===== src/rtl/score_pkg.sv =====
// Shared types and widths for the score controller and its helpers.
package score_pkg;

    localparam int SCORE_W = 14;

    typedef enum logic [1:0] {
        ST_IDLE  = 2'd0,
        ST_RUN   = 2'd1,
        ST_PAUSE = 2'd2,
        ST_OVER  = 2'd3
    } state_t;

    // Clamp a one-bit-wider sum to the ceiling; the extra bit keeps the add from wrapping.
    function automatic logic [SCORE_W-1:0] sat_score(input logic [SCORE_W:0] sum,
                                                     input logic [SCORE_W:0] ceiling);
        if (sum > ceiling)
            return ceiling[SCORE_W-1:0];
        return sum[SCORE_W-1:0];
    endfunction

endpackage


===== src/rtl/tick_divider.sv =====
// Time-point divider: counts 0..CLK_DIV-1 while enabled and flags the terminal count.
module tick_divider #(
    parameter int CLK_DIV = 50000000
) (
    input  logic clk,
    input  logic rst,
    input  logic clear,
    input  logic enable,
    output logic tick
);

    localparam int CNT_W = (CLK_DIV > 1) ? $clog2(CLK_DIV) : 1;
    localparam logic [CNT_W-1:0] LAST = CNT_W'(CLK_DIV - 1);

    logic [CNT_W-1:0] cnt_q;

    // Holding while disabled lets a paused game resume mid-period.
    always_ff @(posedge clk or posedge rst) begin
        if (rst)
            cnt_q <= '0;
        else if (clear)
            cnt_q <= '0;
        else if (enable)
            cnt_q <= (cnt_q == LAST) ? '0 : cnt_q + 1'b1;
    end

    assign tick = enable && (cnt_q == LAST);

endmodule


===== src/rtl/score_controller.sv =====
// Game score keeper: FSM, time-point scoring, round-robin bonus grants, high score.
module score_controller
    import score_pkg::*;
#(
    parameter int CLK_DIV   = 50000000,
    parameter int MAX_SCORE = 9999,
    parameter int BONUS0    = 10,
    parameter int BONUS1    = 25
) (
    input  logic               clk,
    input  logic               rst,
    input  logic               start,
    input  logic               pause,
    input  logic               game_over,
    input  logic [1:0]         bonus_req,
    output logic [1:0]         bonus_ack,
    output logic [SCORE_W-1:0] score,
    output logic [SCORE_W-1:0] high_score,
    output logic [1:0]         state
);

    localparam logic [SCORE_W:0] CEIL = (SCORE_W+1)'(MAX_SCORE);
    localparam logic [SCORE_W:0] B0   = (SCORE_W+1)'(BONUS0);
    localparam logic [SCORE_W:0] B1   = (SCORE_W+1)'(BONUS1);

    state_t           state_q, state_d;
    logic             last_q;
    logic [1:0]       grant;
    logic             tick;
    logic             new_game, end_game, run_live;
    logic [SCORE_W:0] inc, sum;

    always_comb begin
        state_d = state_q;
        case (state_q)
            ST_IDLE, ST_OVER: if (start && !game_over) state_d = ST_RUN;
            ST_RUN: begin
                if (game_over)  state_d = ST_OVER;
                else if (pause) state_d = ST_PAUSE;
            end
            ST_PAUSE: begin
                if (game_over)   state_d = ST_OVER;
                else if (!pause) state_d = ST_RUN;
            end
            default: state_d = ST_IDLE;
        endcase
    end

    assign new_game = (state_q == ST_IDLE || state_q == ST_OVER) && state_d == ST_RUN;
    assign end_game = (state_q == ST_RUN || state_q == ST_PAUSE) && game_over;
    // The game_over cycle awards nothing, so grants are withheld too rather than acked for free.
    assign run_live = (state_q == ST_RUN) && !game_over;

    always_comb begin
        grant = 2'b00;
        if (run_live) begin
            if (bonus_req == 2'b11)
                grant = last_q ? 2'b01 : 2'b10;
            else
                grant = bonus_req;
        end
    end

    assign inc = (SCORE_W+1)'(tick) + (grant[0] ? B0 : '0) + (grant[1] ? B1 : '0);
    assign sum = {1'b0, score} + inc;

    tick_divider #(.CLK_DIV(CLK_DIV)) u_div (
        .clk    (clk),
        .rst    (rst),
        .clear  (new_game),
        .enable (state_q == ST_RUN),
        .tick   (tick)
    );

    // last_q=1 means requester 1 was granted last, so requester 0 wins the first tie.
    always_ff @(posedge clk or posedge rst) begin
        if (rst) begin
            state_q    <= ST_IDLE;
            last_q     <= 1'b1;
            bonus_ack  <= 2'b00;
            score      <= '0;
            high_score <= '0;
        end else begin
            state_q   <= state_d;
            bonus_ack <= grant;
            if (grant[0]) last_q <= 1'b0;
            if (grant[1]) last_q <= 1'b1;
            if (new_game)
                score <= '0;
            else if (run_live)
                score <= sat_score(sum, CEIL);
            if (end_game && score > high_score)
                high_score <= score;
        end
    end

    assign state = state_q;

endmodule


===== config.mk =====
export PLATFORM = sky130hd
export DESIGN_NAME = score_controller
export DESIGN_NICKNAME = d
export VERILOG_FILES = /design/src/rtl/score_pkg.sv /design/src/rtl/tick_divider.sv /design/src/rtl/score_controller.sv
export SDC_FILE = /design/constraint.sdc
export NUM_CORES = 1
export LEC_CHECK = 0
export ABC_AREA = 1
export BUFFER_PORTS_ARGS = -buffer_cell sky130_fd_sc_hd__buf_2
export CAP_MARGIN = 30
export CORE_ASPECT_RATIO = 1.1
export CORE_UTILIZATION = 30
export CTS_CLUSTER_SIZE = 10
export DETAILED_ROUTE_END_ITERATION = 7
export SLEW_MARGIN = 10
export SYNTH_ARGS = -nofsm -noshare
export SYNTH_HDL_FRONTEND = slang
export SYNTH_HIERARCHICAL = 1
export SYNTH_SLANG_ARGS = --single-unit

===== constraint.sdc =====
create_clock -name clk -period 7.1 [get_ports clk]
set_clock_uncertainty 0.2 [all_clocks]
set_input_delay 0.71 -clock clk [delete_from_list [all_inputs] [get_ports clk]]
set_output_delay 0.71 -clock clk [all_outputs]
set_load 0.02 [all_outputs]

==> results by group <==
Critical path
  • R2r startpoint: state[1]$_DFF_PP0_
  • Worst Reg-to-Reg Cells: 24
  • Worst Setup End Kind: register
  • Worst setup path category: reg2reg
  • Crit. Startpoint: state[1]$_DFF_PP0_
  • Max FO, Critical Path: 13
  • Critical path's slowest cell: dfrtp_1
  • Crit path top cell by count: nand2_1
  • Setup slack, reg-to-reg: 2.91 ns
  • Worst path arrival time: 4.22 ns
  • FF-to-FF End: score[10]$_DFFE_PP0P_
  • Crit path max-delay family: simple AND/OR/NAND/NOR gates
  • Worst path max stage delay: 0.44 ns
  • Critical path required time: 7.13 ns
  • Worst path bufs/invs: 4
  • Worst setup SP type: register
  • Critical path cell sequence: inv_1, ha_1, inv_1, nor2_1, nand2_1, a21oi_1, fa_1, ha_1, inv_1, fa_1, inv_1, nand3_2, o21ai_2, nand3_1, nand2_1, nand2_1, nor2_1, nand2_1, nand2_1, nand2_1, nand2_2, nand2_1, nand2_1, nand2_1

Synth
  • EDFF count, synth: 0
  • Async SR Flop Fraction: 100.0%
  • Syn nets: 605
  • Avg Cell Area, Syn: 7.111 µm²
  • Synth Register Bits: 59
  • Mapped cell area: 0.004068 mm²
  • Sequential area share after synthesis: 36.33%
  • Yosys synthesis warning count: 6
  • Cell taking the most area after synthesis: dfrtp_1
  • Netlist cell types: 42
  • Share of the synthesized area in the top cell type: 35.68%
  • Synth Instances: 572
  • Main flop type after synthesis: dfrtp_1
  • Top cells by area, synth: dfrtp_1, nand2_1, ha_1

Power and ir drop
  • Max VDD drop: 0.1752 mV
  • Leakage power: 0.002340 µW
  • Pwr dens: 336.0 mW/mm²

Die
  • Die H: 124.1 µm
  • Io pins: 39
  • Die ar.: 0.01403 mm²
  • Die X-Extent: 113.0 µm
  • Rows: 44
  • Initial core utilization: 30.79%
  • Core Box Area: 0.01321 mm²

Global routing
  • Total gr overflow: 0
  • Number of global-route vias before repair: 3699
  • Gr usage total: 16.89%
  • Largest net degree at the start of global routing: 34
  • First-pass GRT wire length: 18100 µm
  • Initial antenna violation count: 0

Clock network
  • Worst-skew pair later-pin latency: 0.34 ns
  • Root Buffer: clkbuf_16
  • CTS tree: built
  • Setup Buffers After CTS: 0
  • CTS sink cnt: 59
  • CTS resizes: 0
  • CTS Hold Buffers Added: 0
  • H-tree levels: 3
  • Reg clk slew, reported paths: 0.05 ns
  • CTS max path bufs: 2
  • TritonCTS Buffers: 9

STA
  • Final Hold Violating Endpoints: 0
  • Max Clk Rate: 238.7 MHz
  • Fin. max-slew vios: 0
  • Slew @ Worst Pin: 0.5987 ns
  • Final setup viols: 0
  • Slew headroom: 60.04%
  • Min cycle time layout: 4.189 ns
  • RSZ-0062 raised after global routing: no
  • Hold WS: 0.2457 ns
  • Setup TNS Final: 0 ns
  • Period utilization: 59.00%
  • Setup WS post-layout: 2.911 ns

Place
  • Port Buffers: 38
  • Pre-CTS setup slack: 2.873 ns
  • Placed Instance Area: 0.004458 mm²
  • HPWL after detailed placement: 8075 µm
  • GPL Wtd Cong: 0.8926

Job
  • Max Cap Viol: 0

Final layout
  • Diode count: 0
  • Commonest non-fill, non-tap cell in the layout: nand2_1
  • Fraction of layout cells with a size suffix above 1: 15.22%
  • Area growth syn-to-layout: 17.10%
  • Nets: 652
  • Fillers: 1410
  • Most frequent cells in the layout: nand2_1, inv_1, nor2_1
  • Final core occ: 36.05%
  • Post-route design area: 0.004763 mm²

Route
  • Wirelength per Cell: 13.46 µm
  • # DRC: 0
  • First-pass iteration count of the detailed router: 5
  • Total wire length: 10570 µm
  • DRT antenna net count: 0
  • Vias: 3670
  • Number of vias per cell: 4.675
  • Iter 0 DRT Violations: 180

Hold path
  • Worst Hold Class: in2async

Outcome
  • Status: complete, no violations
[worst max path at each step]
| stage | endpoint | slack [ns] | depth (start not counted) |
|---|---|---|---|
| final | score[10]$_DFFE_PP0P_ | 2.91 | 24 |
| after global routing | score[4]$_DFFE_PP0P_ | 2.34 | 22 |
| after CTS | score[3]$_DFFE_PP0P_ | 2.88 | 24 |
| after detailed placement | score[1]$_DFFE_PP0P_ | 2.87 | 22 |
| after global placement | score[12]$_DFFE_PP0P_ | 2.87 | 22 |
| after floorplan | score[11]$_DFFE_PP0P_ | 3.42 | 25 |
[where the power goes]
part / internal (µW) / switching (µW)
logic: 208 / 498
registers: 395 / 51.9
clock network: 290 / 158
[worst register-to-register path: cells and delay by family, from the launching register on]
| family | cells | cell delay (ns) |
|---|---|---|
| AND/OR/NAND/NOR | 14 | 1.36 |
| adder cells (fa/ha/maj) | 4 | 1.14 |
| AO/OA/AOI/OAI | 2 | 0.59 |
| buffers and inverters | 4 | 0.35 |
| flip-flops | 1 | 0.44 |
[metal layers]
| metal | track usage (%) | vias to the layer above | share of wire (%) |
|---|---|---|---|
| met5 | 0 | - | 0 |
| met4 | 8.635 | 0 | 3.0 |
| met3 | 3.747 | 23 | 3.8 |
| met2 | 28.99 | 76 | 47 |
| met1 | 19.94 | 1665 | 46 |
| li1 | - | 1906 | - |
[Yosys cell counts, types with 9 or more instances]
library cell	n
a21oi_1	16
dfrtp_1	58
ha_1	24
inv_1	76
nand2_1	166
nand2_2	12
nand3_1	38
nand4_1	9
nor2_1	74
nor2_2	15
o21ai_0	23
xor2_1	11
[flip-flops by register name (all words and copies together), names as in the netlist]
| register | count |
|---|---|
| high_score | 14 |
| state | 2 |
| bonus_ack | 2 |
| u_div/cnt_q | 26 |
| last_q | 1 |
| score | 14 |
[cell families (layout without fill, tap and decap cells)]
kind of cell	count (synthesis)	after routing	share of synthesized area, %
AO/OA/AOI/OAI	55	55	7.629
XOR/XNOR	16	16	3.630
adder cells (fa/ha/maj)	26	26	8.367
buffers and inverters	85	137	8.643
flip-flops	59	59	36.33
AND/OR/NAND/NOR	331	331	35.40
[metrics by stage]
step           cells  power, µW
3_5_place_dp     769       1165
3_3_place_gp     767       1146
2_1_floorplan    572      952.8
5_1_grt          785       1731
4_1_cts          785       1624
6_report         785       1600
[layout make-up]
class | count | area [µm²] | share of cell area [%]
multi-input cells | 428 | 2238 | 46.99
flip-flops and latches | 59 | 1478 | 31.02
inverters | 80 | 312.8 | 6.567
clock buffers | 12 | 256.5 | 5.385
repair buffers | 41 | 227.7 | 4.781
well taps | 161 | 201.4 | 4.229
clock inverters | 4 | 48.80 | 1.024
Power figures use the tool's default switching activity.
